### config.mk
export PLATFORM = sky130hd
export DESIGN_NAME = time_set_ctrl
export DESIGN_NICKNAME = d
export VERILOG_FILES = /design/src/rtl/time_pkg.sv /design/src/rtl/time_set_ctrl_btn_debounce.sv /design/src/rtl/time_set_ctrl.sv
export SDC_FILE = /design/constraint.sdc
export NUM_CORES = 1
export LEC_CHECK = 0
export BUFFER_PORTS_ARGS = -buffer_cell sky130_fd_sc_hd__buf_2
export CAP_MARGIN = 10
export CORE_MARGIN = 5
export CORE_UTILIZATION = 57
export CTS_CLUSTER_SIZE = 28
export DETAILED_ROUTE_END_ITERATION = 8
export MAX_ROUTING_LAYER = met4
export PLACE_DENSITY = 0.8
export SETUP_SLACK_MARGIN = 0.15
export SLEW_MARGIN = 20
export SYNTH_ARGS = -nofsm -noshare
export SYNTH_HDL_FRONTEND = slang
export SYNTH_SLANG_ARGS = --single-unit
export TNS_END_PERCENT = 30
### constraint.sdc
create_clock -name clk -period 4.1 [get_ports clk]
set_input_delay 0.82 -clock clk [delete_from_list [all_inputs] [get_ports clk]]
set_output_delay 0.82 -clock clk [all_outputs]
set_load 0.1 [all_outputs]
### src/rtl/time_pkg.sv
// rtl/time_pkg.sv - shared digit indices, digit limits and edit-state encoding for time setting
package time_pkg;

  localparam logic [2:0] DIG_SEC_U = 3'd0;
  localparam logic [2:0] DIG_SEC_T = 3'd1;
  localparam logic [2:0] DIG_MIN_U = 3'd2;
  localparam logic [2:0] DIG_MIN_T = 3'd3;
  localparam logic [2:0] DIG_HR_U  = 3'd4;
  localparam logic [2:0] DIG_HR_T  = 3'd5;

  localparam logic [3:0] MAX_SEC_U        = 4'd9;
  localparam logic [3:0] MAX_SEC_T        = 4'd5;
  localparam logic [3:0] MAX_MIN_U        = 4'd9;
  localparam logic [3:0] MAX_MIN_T        = 4'd5;
  localparam logic [3:0] MAX_HR_U         = 4'd9;
  localparam logic [3:0] MAX_HR_T         = 4'd2;
  localparam logic [3:0] HR_U_MAX_WHEN_20 = 4'd3;

  typedef enum logic [2:0] {
    ST_RUN,
    ST_EDIT,
    ST_LOAD,
    ST_FIXUP,
    ST_CLRSEC
  } set_state_t;

  // Hour units are limited to 3 only while the hour tens reads 2 (20..23).
  function automatic logic [3:0] digit_max(input logic [2:0] idx, input logic [3:0] hr_tens);
    case (idx)
      DIG_SEC_U: digit_max = MAX_SEC_U;
      DIG_SEC_T: digit_max = MAX_SEC_T;
      DIG_MIN_U: digit_max = MAX_MIN_U;
      DIG_MIN_T: digit_max = MAX_MIN_T;
      DIG_HR_U:  digit_max = (hr_tens == 4'd2) ? HR_U_MAX_WHEN_20 : MAX_HR_U;
      default:   digit_max = MAX_HR_T;
    endcase
  endfunction

  function automatic logic [3:0] next_digit(input logic [3:0] cur, input logic [3:0] max_val);
    next_digit = (cur >= max_val) ? 4'd0 : cur + 4'd1;
  endfunction

endpackage

### src/rtl/time_set_ctrl_btn_debounce.sv
// rtl/time_set_ctrl_btn_debounce.sv - button synchronizer, stable-level filter and press pulse
module btn_debounce #(
  parameter int DEBOUNCE_CYCLES = 16
) (
  input  logic clk,
  input  logic reset,
  input  logic btn,
  output logic press
);

  localparam int CW = $clog2(DEBOUNCE_CYCLES + 1);
  localparam logic [CW-1:0] CNT_LAST = CW'(DEBOUNCE_CYCLES - 1);

  logic          sync1;
  logic          sync2;
  logic          level;
  logic [CW-1:0] cnt;

  always_ff @(posedge clk or negedge reset) begin
    if (!reset) begin
      sync1 <= 1'b0;
      sync2 <= 1'b0;
      level <= 1'b0;
      cnt   <= '0;
      press <= 1'b0;
    end else begin
      sync1 <= btn;
      sync2 <= sync1;
      press <= 1'b0;
      // Any sample agreeing with the accepted level restarts the stability run.
      if (sync2 == level) begin
        cnt <= '0;
      end else if (cnt == CNT_LAST) begin
        cnt   <= '0;
        level <= sync2;
        press <= sync2;
      end else begin
        cnt <= cnt + CW'(1);
      end
    end
  end

endmodule

### src/rtl/time_set_ctrl.sv
// rtl/time_set_ctrl.sv - front-panel time setting: edit cursor, digit load strobes, run freeze and blink
module time_set_ctrl
  import time_pkg::*;
#(
  parameter int DEBOUNCE_CYCLES = 16,
  parameter int BLINK_HALF      = 25000000
) (
  input  logic        clk,
  input  logic        reset,
  input  logic        btn_mode,
  input  logic        btn_inc,
  input  logic [23:0] cur_digits,
  output logic [5:0]  set,
  output logic [3:0]  setValue,
  output logic        run_en,
  output logic [2:0]  sel,
  output logic [5:0]  blank
);

  localparam int BW = $clog2(BLINK_HALF + 1);
  localparam logic [BW-1:0] BLINK_LAST = BW'(BLINK_HALF - 1);

  logic          mode_p;
  logic          inc_p;
  set_state_t    state_q, state_nxt;
  logic [2:0]    sel_q, sel_nxt;
  logic [3:0]    val_hold;
  logic [3:0]    cur;
  logic [3:0]    new_val;
  logic [BW-1:0] blink_cnt;
  logic          blink_ph;
  logic          editing, editing_nxt, blink_restart;

  btn_debounce #(.DEBOUNCE_CYCLES(DEBOUNCE_CYCLES)) u_mode_db (
    .clk   (clk),
    .reset (reset),
    .btn   (btn_mode),
    .press (mode_p)
  );

  btn_debounce #(.DEBOUNCE_CYCLES(DEBOUNCE_CYCLES)) u_inc_db (
    .clk   (clk),
    .reset (reset),
    .btn   (btn_inc),
    .press (inc_p)
  );

  always_comb begin
    case (sel_q)
      DIG_SEC_U: cur = cur_digits[3:0];
      DIG_SEC_T: cur = cur_digits[7:4];
      DIG_MIN_U: cur = cur_digits[11:8];
      DIG_MIN_T: cur = cur_digits[15:12];
      DIG_HR_U:  cur = cur_digits[19:16];
      default:   cur = cur_digits[23:20];
    endcase
  end

  assign new_val = next_digit(cur, digit_max(sel_q, cur_digits[23:20]));

  always_comb begin
    state_nxt = state_q;
    sel_nxt   = sel_q;
    set       = '0;
    setValue  = val_hold;
    run_en    = 1'b0;
    case (state_q)
      ST_RUN: begin
        run_en = 1'b1;
        if (mode_p) begin
          state_nxt = ST_EDIT;
          sel_nxt   = DIG_HR_T;
        end
      end
      ST_EDIT: begin
        if (mode_p) begin
          if (sel_q == DIG_SEC_U) state_nxt = ST_CLRSEC;
          else                    sel_nxt   = sel_q - 3'd1;
        end else if (inc_p) begin
          state_nxt = ST_LOAD;
        end
      end
      ST_LOAD: begin
        set      = 6'b000001 << sel_q;
        setValue = new_val;
        // Stepping tens to 2 while units exceed 3 would give an illegal 24..29.
        if (sel_q == DIG_HR_T && new_val == MAX_HR_T && cur_digits[19:16] > HR_U_MAX_WHEN_20)
          state_nxt = ST_FIXUP;
        else
          state_nxt = ST_EDIT;
      end
      ST_FIXUP: begin
        set       = 6'b000001 << DIG_HR_U;
        setValue  = HR_U_MAX_WHEN_20;
        state_nxt = ST_EDIT;
      end
      ST_CLRSEC: begin
        set       = 6'b000011;
        setValue  = 4'd0;
        state_nxt = ST_RUN;
        sel_nxt   = DIG_SEC_U;
      end
      default: begin
        state_nxt = ST_RUN;
        sel_nxt   = DIG_SEC_U;
      end
    endcase
  end

  assign editing       = (state_q == ST_EDIT) || (state_q == ST_LOAD) || (state_q == ST_FIXUP);
  assign editing_nxt   = (state_nxt == ST_EDIT) || (state_nxt == ST_LOAD) || (state_nxt == ST_FIXUP);
  assign blink_restart = (sel_nxt != sel_q) || (state_q == ST_RUN && state_nxt == ST_EDIT);

  always_ff @(posedge clk or negedge reset) begin
    if (!reset) begin
      state_q   <= ST_RUN;
      sel_q     <= DIG_SEC_U;
      val_hold  <= 4'd0;
      blink_cnt <= '0;
      blink_ph  <= 1'b0;
    end else begin
      state_q  <= state_nxt;
      sel_q    <= sel_nxt;
      val_hold <= setValue;
      if (blink_restart || !editing_nxt) begin
        blink_cnt <= '0;
        blink_ph  <= 1'b0;
      end else if (blink_cnt == BLINK_LAST) begin
        blink_cnt <= '0;
        blink_ph  <= ~blink_ph;
      end else begin
        blink_cnt <= blink_cnt + BW'(1);
      end
    end
  end

  assign sel   = sel_q;
  assign blank = (editing && blink_ph) ? (6'b000001 << sel_q) : 6'b000000;

endmodule
# After elaboration in Yosys (flattened, before gate mapping)
# Cells that the tools add are included.
[word_totals]
regBits = 54
in_bits = 28
word_cells = 95
[classes]
add_sub_neg = 5
order_cmp = 2
n_eq_ne = 20
shift = 1
mux = 30
n_bitwise = 3
reduce_logical = 19
[ops]
columns = ["operator", "n"]
rows = [
  ["2-to-1 mux 25 bit", 2],
  ["adder 25 x 1 -> 25 bit (second input constant)", 1],
  ["equality test 25 bit (second input constant)", 1],
  ["one-hot mux 4 bit (3 select lines)", 2],
  ["2-to-1 mux 3 bit", 7],
  ["2-to-1 mux 5 bit", 4],
  ["one-hot mux 4 bit (5 select lines)", 1],
  ["equality test 3 x 2 -> 1 bit (second input constant)", 6],
  ["one-hot mux 6 bit (3 select lines)", 1],
  ["one-hot mux 3 bit (4 select lines)", 1],
  ["adder 5 x 1 -> 5 bit (second input constant)", 2],
  ["equality test 5 x 4 -> 1 bit (second input constant)", 2],
  ["equality test 3 x 1 -> 1 bit (second input constant)", 3],
  ["equality test 3 bit (second input constant)", 3],
  ["one-hot mux 3 bit (3 select lines)", 1],
  ["equality test 4 x 2 -> 1 bit (second input constant)", 2],
  ["2-to-1 mux 4 bit", 2],
  ["2-to-1 mux 1 bit", 7],
  ["logical NOT 3 bit", 2],
  ["logical OR 1 bit", 6],
  ["2-to-1 mux 6 bit", 1],
  ["OR reduction 2 bit", 3],
  ["<< shifter 1 x 3 -> 6 bit (first input constant)", 1],
  ["adder 4 x 1 -> 4 bit (second input constant)", 1],
  ["other kinds (11)", 18],
]

# Depth between registers and ports, before layout
[logic_depth]
ltp_word = 16
depth_mapped = 13

# Modules after synthesis
# From an unflattened synthesis, not the netlist that was laid out.
[hier_totals]
cells_unflattened = 324
hier_area_um2 = 3072.9
[by_module_without_submodules]
columns = ["mod", "instances", "cells_each", "area_per_inst_um2", "seq_area_each_um2"]
rows = [
  ["time_set_ctrl", 1, 274, 2402.3, 900.9],
  ["btn_debounce", 2, 25, 335.3, 225.2],
]

# Worst setup path after synthesis
# No wires, ideal clock.
[synth_path]
path_type = "flip-flop to output port"
from = "register sel_q[1] (netlist: sel[1])"
to = "output port setValue[0]"
arrival_time_ps = 5333
t_required_ps = 3280
setup_slack_ps = -2053
stages_incl_launch_ff = 14
path_buffers = 1
path_cell_list = "dfrtp_1 > inv_1 > ha_1 > buf_2 > a222oi_1 > o22a_1 > nand2_1 > inv_1 > ha_1 > nand2b_1 > a21o_1 > a31oi_1 > a31oi_1 > a211oi_1"
[synth_between]
elab_chain_cells = 6
word_cells_on_any_way = 13
[synth_rtl]
columns = ["element", "line", "text"]
rows = [
  ["from (decl)", "time_set_ctrl.sv:26", "logic [2:0] sel_q, sel_nxt;"],
  ["from (signal assigned)", "time_set_ctrl.sv:123", "sel_q <= sel_nxt;"],
  ["equality test 3 x 2 -> 1 bit (tied with other cells)", "time_pkg.sv:29, time_set_ctrl.sv:49", ""],
  ["OR reduction 2 bit (no source line)", "--", ""],
  ["one-hot mux 4 bit (3 select lines)", "time_pkg.sv:29", "case (idx)"],
  [">= comparator 4 bit", "time_pkg.sv:40", "next_digit = (cur >= max_val) ? 4'd0 : cur + 4'd1;"],
  ["2-to-1 mux 4 bit *", "time_pkg.sv:40", ""],
  ["one-hot mux 4 bit (3 select lines) *", "time_set_ctrl.sv:67", "case (state_q)"],
  ["to (decl)", "time_set_ctrl.sv:14", "output logic [3:0] setValue,"],
]
# Every way passes the cells marked *; elsewhere a longest branch is shown, timed or not.

# Worst setup path in the final report
[layout_path]
from = "register sel_q[0] (netlist: sel[0])"
to = "output port setValue[3]"
# Same word-level chain as after synthesis.

==> impl_metrics.tcl <==
set metrics [dict create \
    layout-area-overhead-vs-synth_pct 20.6 \
    grt_first_pass_wirelength_mm 11.8 \
    grt_use_total_pct 20.4 \
    synth_cell_types 52 \
    grt-busiest-layer "met2" \
    dr.pass1.iters 4 \
    grtUsageMet3_pct 4.71 \
    die_x_um 84.4 \
    synth_compound_area_share_pct 12.1 \
    rows 27 \
    n_antenna_cell 0 \
    finalCriticalPeriod_ps 4190 \
    place_area_um2 3550 \
    wire_per_inst_um 14.6 \
    run_status "finished with violations" \
    cts.sinks 54 \
    setup_slack_ps -88.4 \
    num_vias 2661 \
    setup_violations 1 \
    drv_cap 0 \
    min_from "u_inc_db.sync1$_DFF_PN0_" \
    core_area_um2 5440 \
    min_to "u_inc_db.sync2$_DFF_PN0_" \
    violations "negative setup slack" \
    grt_use_met2_pct 33.4 \
    overflow 0 \
    numPortBuffers 47 \
    worstHoldPathCells 0 \
    final_layout_size_suffix_gt1_share_pct 26.3 \
    worstSetupStartpoint "sel[0]$_DFF_PN0_" \
    cts_buffers 5 \
    maxSlewViolCount 0 \
    utilization_pct 69.9 \
    rsz0062_at_grt "true" \
    reg2reg_depth 12 \
    worst_clock_skew_ps 7.50 \
    ys_ff_latch 54 \
    synthMuxAreaShare_pct 2.78 \
    stdcell_area_um2 3800 \
    endpoint_kind "primary output" \
    vias_per_cell 5.75 \
    grt_start_max_net_pins 41 \
    power.density_nw_per_um2 258 \
    ios 48 \
    synth-async-reset-ratio_pct 100 \
    place.gp.congestion 0.951 \
    crit_type "flip-flop to primary output" \
    first_iter_violations 177 \
    path_clk_slew_ps 90 \
    setup_tns_ps -88.4 \
    routed_wl_mm 6.74 \
    clk_path_buf_depth 2 \
    clock_latency_ps 300 \
    period_share_pct 102 \
    irDropWorstVdd_mv 0.310 \
    final-hold-violation-count 0 \
    path_max_fanout 5 \
    dpl.hpwl_mm 4.80 \
    tightest_slew_ps 646 \
    cts_hold_buf 0 \
    hp-class "flip-flop to flip-flop" \
    initial_utilization_pct 57.9 \
    synthSimpleGateAreaFrac_pct 25.4 \
    netlist_area_um2 3150 \
    r2r_end "state_q[1]$_DFF_PN0_" \
    ys_seq_area_share_pct 42.9 \
    nets 431 \
    synth_fa_ha_area_share_pct 5.16 \
    grt_pass1_vias 2617 \
    avgSynthCellArea_um2 9.41 \
    cts_tree "built" \
    ant_nets 0 \
    synth_edf_count 0 \
    synth-xor-area-share_pct 7.78 \
    drc 0 \
    power.static_leakage_nw 1.66 \
    htree_levels 2 \
    grt_use_met1_pct 24.6 \
    r2r_slack_ps 1110 \
    synth_cells 335 \
    worstPathRequired_ps 3280 \
    relSlewSlack_pct 56.7 \
    synthFlopType "dfrtp_1" \
    ys_warn_count 0 \
    dieHeight_um 84.4 \
    fmax_ghz 0.239 \
    cts_root_buffer "clkbuf_8" \
    antenna_found_initial 0 \
    die-area_um2 7120 \
    synth_top_family_by_area "simple AND/OR/NAND/NOR gates" \
    startpoint_type "flip-flop" \
    synth_nets 376 \
    r2r_start "sel[0]$_DFF_PN0_" \
    arrival_ps 3370 \
]
[metrics by stage]
step | setup slack (ps) | total power, W | hold slack [ps] | instances
floorplan | -112 | 0.000643 | 331 | 335
global placement | 122 | 0.000690 | 335 | 446
detailed placement | 34.5 | 0.000692 | 341 | 446
CTS | 9.77 | 0.000992 | 361 | 460
global route | -229 | 0.00103 | 374 | 463
finish | -88.4 | 0.000982 | 358 | 463
[sequential cells by signal, indices dropped and copies added, names as in the netlist]
signal           count
blink_cnt           25
u_inc_db.cnt         5
u_mode_db.cnt        5
val_hold             4
sel                  3
state_q              3
blink_ph             1
u_inc_db.level       1
u_inc_db.press       1
u_inc_db.sync1       1
u_inc_db.sync2       1
u_mode_db.level      1
u_mode_db.press      1
u_mode_db.sync1      1
u_mode_db.sync2      1
[cell type report]
cell class | count | area (um2)
clock inverter | 1 | 5.00
tap | 72 | 90.1
inverter | 12 | 50.0
clock buffer | 7 | 86.3
fill | 429 | 1640
sequential | 54 | 1360
multi-input combinational | 257 | 1820
timing repair buffer | 60 | 393
[synth_stat cells (4+ instances only)]
library cell | instances | area, um2
and3_1 | 4 | 25.0
nand3_1 | 19 | 95.1
o211ai_1 | 4 | 30.0
xnor2_1 | 19 | 166
a211oi_1 | 4 | 30.0
nor3b_1 | 5 | 37.5
nand2b_1 | 4 | 25.0
nor4_1 | 7 | 43.8
nand2_1 | 25 | 93.8
nand4b_1 | 4 | 35.0
nor3_1 | 9 | 45.0
inv_1 | 11 | 41.3
nand4_1 | 5 | 31.3
o21ai_0 | 8 | 40.0
clkbuf_1 | 5 | 18.8
a31oi_1 | 5 | 31.3
nor2_1 | 47 | 176
dfrtp_1 | 54 | 1350
ha_1 | 13 | 163
xor2_1 | 9 | 78.8
a21o_1 | 4 | 30.0
a21oi_1 | 14 | 70.1
nor2b_1 | 10 | 62.6
mux2_2 | 6 | 67.6
[cell families after synthesis]
group | count (synthesis)
simple gates | 152
compound gates | 56
flops | 54
xor+xnor | 28
buf+inv | 24
fa+ha+maj | 13
mux | 8
[layer usage]
layer / up-vias / part of all wire [%]
met5: - / 0
met4: 0 / 3.1
met3: 20 / 6.7
met2: 87 / 46
met1: 1255 / 44
li1: 1299 / -
[worst max-delay path by stage]
stage               slack (ps)          end
detailed placement          30  setValue[3]
CTS                         10  setValue[3]
global route              -230  setValue[3]
global placement           120  setValue[3]
finish                     -90  setValue[3]
floorplan                 -110  setValue[0]
[repair_timing]
action / 4_1_cts / 5_1_grt
gates resized for setup: 8 / 7
setup endpoints to repair: 4 / 4
cloned: 0 / 0
setup buffers: 6 / 3
pin swaps: 7 / 4
[critical path, cell delays in order, from the launching register on]
cell	delay, ps
dfrtp_4	540
ha_4	200
a222oi_1	500
o22a_1	240
nand2_2	80
inv_2	80
ha_4	190
nand2b_4	130
a21o_1	190
a311oi_2	290
buf_4	180
a41o_1	160
a31o_4	120
buf_12	170
[cells in the final DEF, fill, tap and decap left out, drive strengths merged, types with 2 or more instances in the layout]
master  count
and4        3
a22oi       3
nand3      20
xnor2      19
buf        60
dfrtp      54
nand4       5
a21oi      14
xor2        9
nor4b       3
clkinv      2
nor3       10
o211ai      4
inv        11
nand2      25
a31oi       5
nor3b       5
a222oi      2
mux2i       2
a21o        4
a211oi      4
nor2b      10
o21ai       9
nand2b      5
a22o        3
mux2        6
clkbuf      7
nor2       47
and3        4
nor4        7
ha         13
nand4b      4
[power by group]
| part | internal (W) | total, W | leakage [nW] | switching (W) |
|---|---|---|---|---|
| clock network | 0.000136 | 0.000296 | 0.0482 | 0.000159 |
| logic | 0.0000513 | 0.000130 | 0.889 | 0.0000786 |
| registers | 0.000545 | 0.000557 | 0.724 | 0.0000120 |
| total | 0.000733 | 0.000982 | 1.66 | 0.000250 |
Power figures use the tool's default switching activity.
